--- src/rtl/shared_bank_allocator_gen_if.sv ---
// Bus bundle between the router core and one shared-bank allocator.
// master: router side (drives occupancy/status, receives grant/ready).
// slave : allocator side.
interface shared_bank_allocator_gen_if #(
    parameter int num_vcs       = 5,
    parameter int num_ports     = 5,
    parameter int fb_addr_width = 6
);
    localparam int num_vcs_per_bank = num_vcs / num_ports;

    logic [num_ports*fb_addr_width-1:0] flit_count_ip;
    logic [num_ports*num_vcs-1:0]       fb_empty_ivc;
    logic [num_ports*num_vcs-1:0]       allocated_ip_shared_ivc;
    logic [num_vcs_per_bank-1:0]        shared_ivc_empty;
    logic [num_ports-1:0]               candidate_mask;
    logic [num_ports-1:0]               memory_bank_grant_out;
    logic                               ready_for_allocation;
    logic                               realloc_abort;

    modport master (
        output flit_count_ip, fb_empty_ivc, allocated_ip_shared_ivc,
               shared_ivc_empty, candidate_mask,
        input  memory_bank_grant_out, ready_for_allocation, realloc_abort
    );

    modport slave (
        input  flit_count_ip, fb_empty_ivc, allocated_ip_shared_ivc,
               shared_ivc_empty, candidate_mask,
        output memory_bank_grant_out, ready_for_allocation, realloc_abort
    );
endinterface

--- src/rtl/shared_bank_allocator_gen.sv ---
// Shared memory bank ownership allocator (one instance per bank).
// Picks the most loaded congested eligible port, drains the bank's shared
// VCs, then hands ownership to that port. A hold window after every switch
// prevents ownership from bouncing between ports.
// Optional: define DRAIN_TIMEOUT_EN to abandon a drain that takes longer
// than drain_timeout cycles (pulses realloc_abort).
// Grant vector is one-hot with the MSB representing port 0.
module shared_bank_allocator_gen #(
    parameter int num_vcs       = 5,
    parameter int num_ports     = 5,
    parameter int bank_id       = 0,
    parameter int threshold     = 4,
    parameter int fb_addr_width = 6,
    parameter int min_hold      = 16,
    parameter int drain_timeout = 64
) (
    input  logic                         clk,
    input  logic                         reset,
    shared_bank_allocator_gen_if.slave   bus
);
    localparam int num_vcs_per_bank = num_vcs / num_ports;
    localparam int PORT_W = (num_ports > 1) ? $clog2(num_ports) : 1;
    localparam int HOLD_W = (min_hold > 0) ? $clog2(min_hold + 1) : 1;
    localparam logic [PORT_W-1:0]        HOME_PORT  = PORT_W'(bank_id);
    localparam logic [HOLD_W-1:0]        HOLD_LOAD  = HOLD_W'(min_hold);
    localparam logic [fb_addr_width-1:0] FB_THRESH  = fb_addr_width'(threshold);

    typedef enum logic [1:0] {
        ST_IDLE_BAD = 2'b00,
        ST_ENABLE   = 2'b01,
        ST_DRAIN    = 2'b10,
        ST_SWITCH   = 2'b11
    } state_e;

    // One-hot grant for a port index, port 0 on the MSB.
    function automatic logic [num_ports-1:0] port_onehot(input logic [PORT_W-1:0] p);
        logic [num_ports-1:0] oh;
        oh = '0;
        oh[num_ports-1-int'(p)] = 1'b1;
        return oh;
    endfunction

    state_e                  state_q, state_d;
    logic [num_ports-1:0]    grant_q, grant_d;
    logic [PORT_W-1:0]       owner_q, owner_d;
    logic [PORT_W-1:0]       target_q, target_d;
    logic [num_ports-1:0]    cong_old_q, cong_old_d;
    logic [HOLD_W-1:0]       hold_cnt_q, hold_cnt_d;
    logic                    ready_q, ready_d;

    logic [num_ports-1:0]     cong_s;
    logic [PORT_W-1:0]        winner_s;
    logic [fb_addr_width-1:0] win_cnt_s;
    logic [fb_addr_width-1:0] cnt_s;
    logic                     win_found_s;
    logic                     bank_busy_s;
    logic                     drained_s;
    logic                     trigger_s;

`ifdef DRAIN_TIMEOUT_EN
    localparam int DRAIN_W    = (drain_timeout > 0) ? $clog2(drain_timeout + 1) : 1;
    localparam int DRAIN_LAST = (drain_timeout > 0) ? drain_timeout - 1 : 0;
    logic [DRAIN_W-1:0] drain_cnt_q, drain_cnt_d;
    logic               abort_q, abort_d;
`endif

    // Per-port congestion flags and the most loaded congested port (lowest index on ties).
    always_comb begin
        cong_s      = '0;
        winner_s    = owner_q;
        win_cnt_s   = '0;
        win_found_s = 1'b0;
        cnt_s       = '0;
        for (int ip = 0; ip < num_ports; ip++) begin
            cnt_s      = bus.flit_count_ip[ip*fb_addr_width +: fb_addr_width];
            cong_s[ip] = (cnt_s >= FB_THRESH) &&
                         !(|bus.fb_empty_ivc[ip*num_vcs +: num_vcs]) &&
                         bus.candidate_mask[ip];
            if (cong_s[ip] && (!win_found_s || (cnt_s > win_cnt_s))) begin
                winner_s    = PORT_W'(ip);
                win_cnt_s   = cnt_s;
                win_found_s = 1'b1;
            end else begin
                win_found_s = win_found_s;
            end
        end
    end

    // Any port still holding one of this bank's VCs keeps the bank busy.
    always_comb begin
        bank_busy_s = 1'b0;
        for (int i = 0; i < num_ports*num_vcs; i++) begin
            bank_busy_s = bank_busy_s |
                (bus.allocated_ip_shared_ivc[i] & (((i % num_vcs) / num_vcs_per_bank) == bank_id));
        end
    end

    assign drained_s = !bank_busy_s && (&bus.shared_ivc_empty);
    assign trigger_s = (state_q == ST_ENABLE) && (hold_cnt_q == '0) && (|cong_s) &&
                       (cong_s != cong_old_q) && (winner_s != owner_q);

    // Next-state and next-output computation for the ownership FSM.
    always_comb begin
        state_d    = state_q;
        grant_d    = grant_q;
        owner_d    = owner_q;
        target_d   = target_q;
        cong_old_d = cong_old_q;
        hold_cnt_d = hold_cnt_q;
        ready_d    = ready_q;
`ifdef DRAIN_TIMEOUT_EN
        drain_cnt_d = drain_cnt_q;
        abort_d     = 1'b0;
`endif
        case (state_q)
            ST_ENABLE: begin
                if (hold_cnt_q != '0) begin
                    hold_cnt_d = hold_cnt_q - 1'b1;
                end else begin
                    hold_cnt_d = hold_cnt_q;
                end
                if (trigger_s) begin
                    cong_old_d = cong_s;
                    target_d   = winner_s;
                    state_d    = ST_DRAIN;
                    ready_d    = 1'b0;
`ifdef DRAIN_TIMEOUT_EN
                    drain_cnt_d = '0;
`endif
                end else if ((cong_s != cong_old_q) && (winner_s == owner_q)) begin
                    cong_old_d = cong_s;
                end else begin
                    cong_old_d = cong_old_q;
                end
            end
            ST_DRAIN: begin
                ready_d = 1'b0;
                if (drained_s) begin
                    state_d = ST_SWITCH;
                end
`ifdef DRAIN_TIMEOUT_EN
                else if (drain_cnt_q == DRAIN_W'(DRAIN_LAST)) begin
                    state_d    = ST_ENABLE;
                    ready_d    = 1'b1;
                    abort_d    = 1'b1;
                    hold_cnt_d = HOLD_LOAD;
                    cong_old_d = '0;
                end else begin
                    drain_cnt_d = drain_cnt_q + 1'b1;
                end
`else
                else begin
                    state_d = ST_DRAIN;
                end
`endif
            end
            ST_SWITCH: begin
                owner_d    = target_q;
                grant_d    = port_onehot(target_q);
                ready_d    = 1'b1;
                hold_cnt_d = HOLD_LOAD;
                state_d    = ST_ENABLE;
            end
            default: begin
                // Illegal encoding: fall back to reset values, keep congestion history.
                state_d    = ST_ENABLE;
                owner_d    = HOME_PORT;
                grant_d    = port_onehot(HOME_PORT);
                target_d   = HOME_PORT;
                hold_cnt_d = '0;
                ready_d    = 1'b1;
            end
        endcase
    end

    // State and output registers with synchronous active-high reset.
    always_ff @(posedge clk) begin
        if (reset) begin
            state_q    <= ST_ENABLE;
            grant_q    <= port_onehot(HOME_PORT);
            owner_q    <= HOME_PORT;
            target_q   <= HOME_PORT;
            cong_old_q <= '0;
            hold_cnt_q <= '0;
            ready_q    <= 1'b1;
`ifdef DRAIN_TIMEOUT_EN
            drain_cnt_q <= '0;
            abort_q     <= 1'b0;
`endif
        end else begin
            state_q    <= state_d;
            grant_q    <= grant_d;
            owner_q    <= owner_d;
            target_q   <= target_d;
            cong_old_q <= cong_old_d;
            hold_cnt_q <= hold_cnt_d;
            ready_q    <= ready_d;
`ifdef DRAIN_TIMEOUT_EN
            drain_cnt_q <= drain_cnt_d;
            abort_q     <= abort_d;
`endif
        end
    end

    assign bus.memory_bank_grant_out = grant_q;
    assign bus.ready_for_allocation  = ready_q;
`ifdef DRAIN_TIMEOUT_EN
    assign bus.realloc_abort = abort_q;
`else
    assign bus.realloc_abort = 1'b0;
`endif

endmodule

--- src/flat_wrapper.sv ---
// flat-port wrapper written by rule: the top's interface ports become plain ports
module shared_bank_allocator_gen_flat 
#(
    parameter int num_vcs       = 5,
    parameter int num_ports     = 5,
    parameter int bank_id       = 0,
    parameter int threshold     = 4,
    parameter int fb_addr_width = 6,
    parameter int min_hold      = 16,
    parameter int drain_timeout = 64
)
  (clk, reset, bus_flit_count_ip, bus_fb_empty_ivc, bus_allocated_ip_shared_ivc, bus_shared_ivc_empty, bus_candidate_mask, bus_memory_bank_grant_out, bus_ready_for_allocation, bus_realloc_abort);
  shared_bank_allocator_gen_if #(.num_vcs(num_vcs), .num_ports(num_ports), .fb_addr_width(fb_addr_width)) bus_i ();
  input  logic clk;
  input  logic reset;
  input wire logic [$bits(bus_i.flit_count_ip)-1:0] bus_flit_count_ip;
  input wire logic [$bits(bus_i.fb_empty_ivc)-1:0] bus_fb_empty_ivc;
  input wire logic [$bits(bus_i.allocated_ip_shared_ivc)-1:0] bus_allocated_ip_shared_ivc;
  input wire logic [$bits(bus_i.shared_ivc_empty)-1:0] bus_shared_ivc_empty;
  input wire logic [$bits(bus_i.candidate_mask)-1:0] bus_candidate_mask;
  output wire logic [$bits(bus_i.memory_bank_grant_out)-1:0] bus_memory_bank_grant_out;
  output wire logic [$bits(bus_i.ready_for_allocation)-1:0] bus_ready_for_allocation;
  output wire logic [$bits(bus_i.realloc_abort)-1:0] bus_realloc_abort;
  assign bus_i.flit_count_ip = bus_flit_count_ip;
  assign bus_i.fb_empty_ivc = bus_fb_empty_ivc;
  assign bus_i.allocated_ip_shared_ivc = bus_allocated_ip_shared_ivc;
  assign bus_i.shared_ivc_empty = bus_shared_ivc_empty;
  assign bus_i.candidate_mask = bus_candidate_mask;
  assign bus_memory_bank_grant_out = bus_i.memory_bank_grant_out;
  assign bus_ready_for_allocation = bus_i.ready_for_allocation;
  assign bus_realloc_abort = bus_i.realloc_abort;
  shared_bank_allocator_gen #(.num_vcs(num_vcs), .num_ports(num_ports), .bank_id(bank_id), .threshold(threshold), .fb_addr_width(fb_addr_width), .min_hold(min_hold), .drain_timeout(drain_timeout)) u_core (.clk(clk), .reset(reset), .bus(bus_i));
endmodule
--- config.mk ---
export PLATFORM = sky130hd
export DESIGN_NAME = shared_bank_allocator_gen_flat
export DESIGN_NICKNAME = d
export VERILOG_FILES = /design/src/rtl/shared_bank_allocator_gen_if.sv /design/src/rtl/shared_bank_allocator_gen.sv /design/src/flat_wrapper.sv
export SDC_FILE = /design/constraint.sdc
export NUM_CORES = 1
export LEC_CHECK = 0
export CORE_ASPECT_RATIO = 1.25
export CORE_MARGIN = 3
export CORE_UTILIZATION = 53
export CTS_CLUSTER_SIZE = 16
export DETAILED_ROUTE_END_ITERATION = 10
export DONT_BUFFER_PORTS = 1
export GPL_TIMING_DRIVEN = 0
export PLACE_DENSITY = 0.68
export SYNTH_ARGS = -nofsm -noshare
export SYNTH_HDL_FRONTEND = slang
export SYNTH_SLANG_ARGS = --single-unit
export TNS_END_PERCENT = 100
--- constraint.sdc ---
create_clock -name clk -period 10.15 [get_ports clk]
set_input_delay 2.03 -clock clk [delete_from_list [all_inputs] [get_ports clk]]
set_output_delay 2.03 -clock clk [all_outputs]
set_load 0.01 [all_outputs]
=== Word-level counts from Yosys, hierarchy flattened ===
Cells that the tools add are included.

* Equal/unequal tests: 8
* Shifts and indexed selects: 0
* Bitwise operators: 6
* $mul: 0
* Divide/modulo/power cells: 0
* $lt $le $gt $ge: 11
* Mux-type cells: 28
* Add/sub/neg operators: 2
* Reduce and logical (&&, ||, !) cells: 49

{| class="wikitable"
|+ Operators by type and width
! cell !! number
|-
| greater-or-equal comparator 32 x 1 -> 1 bit, second input constant || 1
|-
| less-than comparator 32 x 5 -> 1 bit, second input constant || 1
|-
| greater-or-equal comparator 6 x 3 -> 1 bit, second input constant || 5
|-
| OR reduction 5 bit || 6
|-
| > comparator 6 bit || 4
|-
| 2-to-1 mux 6 bit || 4
|-
| logical AND 1 bit || 21
|-
| 2-to-1 mux 3 bit || 6
|-
| 2-to-1 mux 5 bit || 3
|-
| one-hot mux 5 bit (3 select lines) || 1
|-
| one-hot mux 3 bit (2 select lines) || 2
|-
| zero test 1 bit || 10
|-
| one-hot mux 5 bit (2 select lines) || 1
|-
| 2-to-1 mux 1 bit || 7
|-
| AND reduction 2 bit || 3
|-
| zero test 5 bit || 1
|-
| != test 5 bit || 1
|-
| nonzero test 5 bit || 1
|-
| subtractor 5 x 1 -> 5 bit, second input constant || 1
|-
| == test 2 bit, second input constant || 2
|-
| logical OR 1 bit || 4
|-
| bitwise OR 1 bit || 4
|-
| one-hot mux 2 bit (2 select lines) || 1
|-
| OR reduction 2 bit || 2
|-
| 11 further kinds || 12
|}

* Latch bits: 0
* Output and inout port bits: 7
* RAM bits: 0
* Word-level logic and storage cells: 111
* Memories: 0
* Bits in read-only memories: 0
* Bits in registers: 24
* Bits of input ports: 88

=== Depth between registers and ports, before layout ===
* Word-level depth: 25
* Gate-level depth with buffers: 34
* Mapped depth without buffers: 32

=== Least setup slack after synthesis ===
OpenSTA, ideal clock, no wires.

* Path type: input port to flip-flop
* Start point: input port bus_fb_empty_ivc[3]
* End point: register u_core.state_q[1]
* Buffers on the path: 1
* Setup time: 0.121 ns
* Cell stages on the path: 30
* Data required time: 10.029 ns
* Setup slack: 1.134 ns
* Arrival: 8.895 ns
* Path through: or4b_4 -> nor3_4 -> nand2_1 -> ha_1 -> nand2_1 -> or2_2 -> o311a_1 -> clkbuf_1 -> o31ai_1 -> inv_1 -> ha_1 -> and4_1 -> o21ai_0 -> a32oi_1 -> o21ai_4 -> o21ai_0 -> ha_1 -> nor2b_1 -> o21ai_0 -> a31oi_1 -> o21ai_2 -> mux2_2 -> ha_1 -> a21o_1 -> o31ai_1 -> a21boi_1 -> o211ai_1 -> and4bb_1 -> nor2_4 -> mux2_4

* Longest elaborated chain between the ends: 24
* Elaborated cells between the ends (all ways): 40
* Classes of those cells: order compare: 4; eq/ne: 3; mux: 13; reduce/logical: 20

{| class="wikitable"
|+ RTL lines
! what !! RTL line !! RTL
|-
| start, declared || flat_wrapper.sv:17 || <nowiki>input wire logic [$bits(bus_i.fb_empty_ivc)-1:0] bus_fb_empty_ivc;</nowiki>
|-
| OR reduction 5 bit (*) || shared_bank_allocator_gen.sv:77 || <nowiki>!(|bus.fb_empty_ivc[ip*num_vcs +: num_vcs]) &&</nowiki>
|-
| zero test 1 bit (*) || shared_bank_allocator_gen.sv:77 ||
|-
| logical AND 1 bit (*) || shared_bank_allocator_gen.sv:76 || <nowiki>cong_s[ip] = (cnt_s >= FB_THRESH) &&</nowiki>
|-
| logical AND 1 bit (*) || shared_bank_allocator_gen.sv:77 ||
|-
| 2-to-1 mux 6 bit or 2-to-1 mux 1 bit (tied branches) || shared_bank_allocator_gen.sv:79 || <nowiki>if (cong_s[ip] && (!win_found_s || (cnt_s > win_cnt_s))) begin</nowiki>
|-
| > comparator 6 bit or zero test 1 bit (tied branches) || shared_bank_allocator_gen.sv:79 ||
|-
| logical OR 1 bit || shared_bank_allocator_gen.sv:79 ||
|-
| logical AND 1 bit || shared_bank_allocator_gen.sv:79 ||
|-
| [8 not listed] || n/a ||
|-
| 2-to-1 mux 6 bit or 2-to-1 mux 1 bit (tied branches) || shared_bank_allocator_gen.sv:79 ||
|-
| > comparator 6 bit or zero test 1 bit (tied branches) || shared_bank_allocator_gen.sv:79 ||
|-
| logical OR 1 bit || shared_bank_allocator_gen.sv:79 ||
|-
| logical AND 1 bit || shared_bank_allocator_gen.sv:79 ||
|-
| 2-to-1 mux 3 bit || shared_bank_allocator_gen.sv:79 ||
|-
| != test 3 bit || shared_bank_allocator_gen.sv:100 || <nowiki>(cong_s != cong_old_q) && (winner_s != owner_q);</nowiki>
|-
| logical AND 1 bit (*) || shared_bank_allocator_gen.sv:100 ||
|-
| != test 2 x 1 -> 1 bit (no source line) (*) || n/a ||
|-
| end signal, assigned || shared_bank_allocator_gen.sv:191 || <nowiki>state_q <= state_d;</nowiki>
|-
| end, declared || shared_bank_allocator_gen.sv:43 || <nowiki>state_e state_q, state_d;</nowiki>
|}

Every way passes the cells marked *; elsewhere a longest branch is shown, timed or not.
A chain may end at the register's enable or synchronous reset.

=== Worst setup path in the final report ===
Ends and elaborated chain as after synthesis.

==> out/qor.tcl <==
set qor(syn-instance-count) 352
set qor(tightest_slew_ps) 1080
set qor(clock.fmax_mhz) 105
set qor(run_status) {finished, final reports clean}
set qor(layout_min_cycle_time_ps) 9520
set qor(seqCellArea_sq_um) 480
set qor(cts_tree) {built}
set qor(vias_in_the_first_global_route) 2577
set qor(power.share.combinational) 0.284
set qor(ioPinCount) 95
set qor(syn-cell-area_sq_um) 2720
set qor(vdd_ir_drop_max_mv) 0.0494
set qor(grt_pass1_wl_microns) 11000
set qor(crit_path_frequent_cell) {ha_1}
set qor(totalWireLength_microns) 6310
set qor(final_antenna_net_count) 0
set qor(initial_antenna_violation_count) 0
set qor(yosys.cell_types.count) 67
set qor(floorplan.core_area_sq_um) 4830
set qor(synthesis.yosys.warnings) 0
set qor(share_seq_of_total_power) 0.398
set qor(tritoncts.num_buffers) 3
set qor(multi_input_comb_area_sq_um) 2080
set qor(starting_density) 0.562
set qor(syn-num-nets) 469
set qor(netlist_top_cells_area) {dfxtp_1 (18%), ha_1 (13%), mux2i_1 (4.4%)}
set qor(layout_common_cells) {nor2_1 (29), ha_1 (29), inv_1 (27)}
set qor(internal_power_uw) 187
set qor(worstReg2RegStart) {u_core.state_q[0]}
set qor(fin_worst_skew_ps) 8.09
set qor(synth_top_area_cell) {dfxtp_1}
set qor(netSwitchingPower_uw) 77.9
set qor(synth_async_sr_flop_share) 0
set qor(vias_per_cell) 6.12
set qor(setup_tns_ps) 0
set qor(groute.usage.overall) 0.218
set qor(instance_count_after_placement_with_tap_cells_included) 412
set qor(power.switching_fraction) 0.294
set qor(num-nets-final) 474
set qor(synth_edf_count) 0
set qor(synth_ff_type) {dfxtp_1}
set qor(drt-pass1-iter-count) 4
set qor(floorplan.die_area_sq_um) 6030
set qor(min_path_type) {flip-flop to flip-flop}
set qor(setup.worst_path.start_class) {input port}
set qor(timing_max_transition_violations_final) 0
set qor(drc_errors) 0
set qor(gpl.final_weighted_congestion) 0.846
set qor(timing.critical_path.from) {bus_fb_empty_ivc[3]}
set qor(endpoint_kind) {flip-flop}
set qor(io_buffers) 0
set qor(timing.max_slew.rel_slack) 0.275
set qor(htree_num_levels) 1
set qor(max-cap-violations) 0
set qor(power.density_nw_per_um2) 91.6
set qor(antenna_cells) 0
set qor(layout-drive-gt1-share) 0.107
set qor(vias) 2545
set qor(dp_hpwl_microns) 5330
set qor(delay_of_the_slowest_critical_path_stage_ps) 560
set qor(timing.critical_path.arrival_ps) 9690
set qor(ys_seq_area_frac) 0.177
set qor(clock_path_buffers) 2
set qor(grt_overflow_total) 0
set qor(area_growth_syn_to_layout_pct) 6.30
set qor(worstSkewPairLatency_ps) 270
set qor(finalHoldViolations) 0
set qor(die_w_microns) 70.1
set qor(ys_ff_latch) 24
set qor(p_leak_uw) 0.00111
set qor(p_clk_frac) 0.319
set qor(rows) 28
set qor(n_fill_cell) 469
set qor(worst_ep_required_time_ps) 10320
set qor(height_of_the_die_microns) 86.1
set qor(synthesis.area_per_instance_sq_um) 7.72
set qor(finalNonFillerCells) 416
set qor(period_share) 0.938
set qor(cts_root_buffer) {clkbuf_8}
set qor(grt_start_max_net_pins) 15
set qor(crit_slowest_cell) {or4b_4}
set qor(drt_iter0_drc) 125
set qor(worstPathMaxFanout) 10
set qor(cts.repair_timing.setup_buffer_count) 0
set qor(synth_top_area_share) 0.177
set qor(setup-violations-final) 0
set qor(criticalPathCategory) {input port to flip-flop}
set qor(wl_per_cell_microns) 15.2
set qor(min-delay-start) {u_core.hold_cnt_q[4]}
set qor(rsz0062_at_grt) {no}
set qor(clk_slew_on_worst_s_h_paths_ps) 90
set qor(clock_sinks) 24
## per-stage QoR
step	setup WS [ps]	hold slack (ps)	power, uW	utilization	area (sq um)
6_report	634	490	265	0.598	2890
5_1_grt	66.0	536	283	0.598	2890
4_1_cts	403	493	266	0.593	2870
3_5_place_dp	142	481	182	0.578	2790
3_3_place_gp	172	474	181	0.578	2790
2_1_floorplan	1130	461	170	-	2720
## kinds of logic after synthesis
group | share of synthesized area
fa+ha+maj | 0.133
compound gates | 0.221
flops | 0.177
xor+xnor | 0.0193
simple gates | 0.306
mux | 0.0745
buf+inv | 0.0667
other cells | 0.00138
## power by group through the flow
stage                     Sequential, uW  Combinational, uW  Clock, uW
after detailed placement             107               74.8          0
after CTS                            105               75.2       85.1
after global placement               107               73.3          0
after floorplan                      106               63.8          0
after global routing                 106               87.8       89.6
final                                105               75.1       84.4
## layout make-up
class | count | share of cell area
Buffer | 15 | 0.0264
Clock inverter | 1 | 0.0104
Sequential cell | 24 | 0.166
Multi-Input combinational cell | 285 | 0.720
Clock buffer | 3 | 0.0143
Inverter | 28 | 0.0364
Tap cell | 60 | 0.0260
## synthesized netlist by cell type (all sizes together) (4+ instances only)
| cell type | n |
|---|---|
| nor2 | 31 |
| ha | 29 |
| inv | 27 |
| dfxtp | 24 |
| o21ai | 24 |
| nand2 | 23 |
| nand3 | 22 |
| a21oi | 17 |
| mux2i | 12 |
| clkbuf | 10 |
| o211ai | 10 |
| nor3 | 9 |
| mux2 | 7 |
| a31oi | 6 |
| nor2b | 6 |
| o31ai | 6 |
| a21o | 5 |
| and3 | 5 |
| buf | 5 |
| nand4 | 5 |
| nor4 | 5 |
| or2 | 5 |
| or3 | 5 |
| nor4b | 4 |
| o311ai | 4 |
| or4 | 4 |
| xnor2 | 4 |
## state kept, by name, indices dropped and copies added, names as in the netlist
register / count
u_core.hold_cnt_q: 5
u_core.bus.memory_bank_grant_out: 5
u_core.owner_q: 3
u_core.cong_old_q: 5
u_core.state_q: 2
u_core.target_q: 3
u_core.bus.ready_for_allocation: 1
## metal layers
metal | GRT usage | wire length, microns | up-vias
met5 | 0 | 0 | -
met1 | 0.240 | 2590 | 1158
met3 | 0.0281 | 247 | 12
li1 | - | - | 1322
met2 | 0.408 | 3330 | 53
met4 | 0.101 | 153 | 0
## worst max-delay path: cells and delay by family
| family | cells | cell delay, ps |
|---|---|---|
| adders and majority gates | 4 | 1220 |
| muxes | 3 | 960 |
| and+or+nand+nor | 12 | 2940 |
| buffers and inverters | 2 | 290 |
| AOI/OAI and AO/OA | 10 | 2220 |
## worst paths after layout
kind / to / slack [ps] / cells after the start
worst min-delay path: u_core.hold_cnt_q[4] / 490 / 2
worst min register to register: u_core.hold_cnt_q[4] / 490 / 2
worst max register to register: u_core.state_q[1] / 7800 / 7
worst max-delay path: u_core.state_q[1] / 630 / 31
## repair_timing
action | CTS | global route
endpoints found under the setup margin | 0 | 11
gates resized for setup | 0 | 4
hold buffers | 0 | 0
No activity file was read; power rests on OpenSTA's default activity.
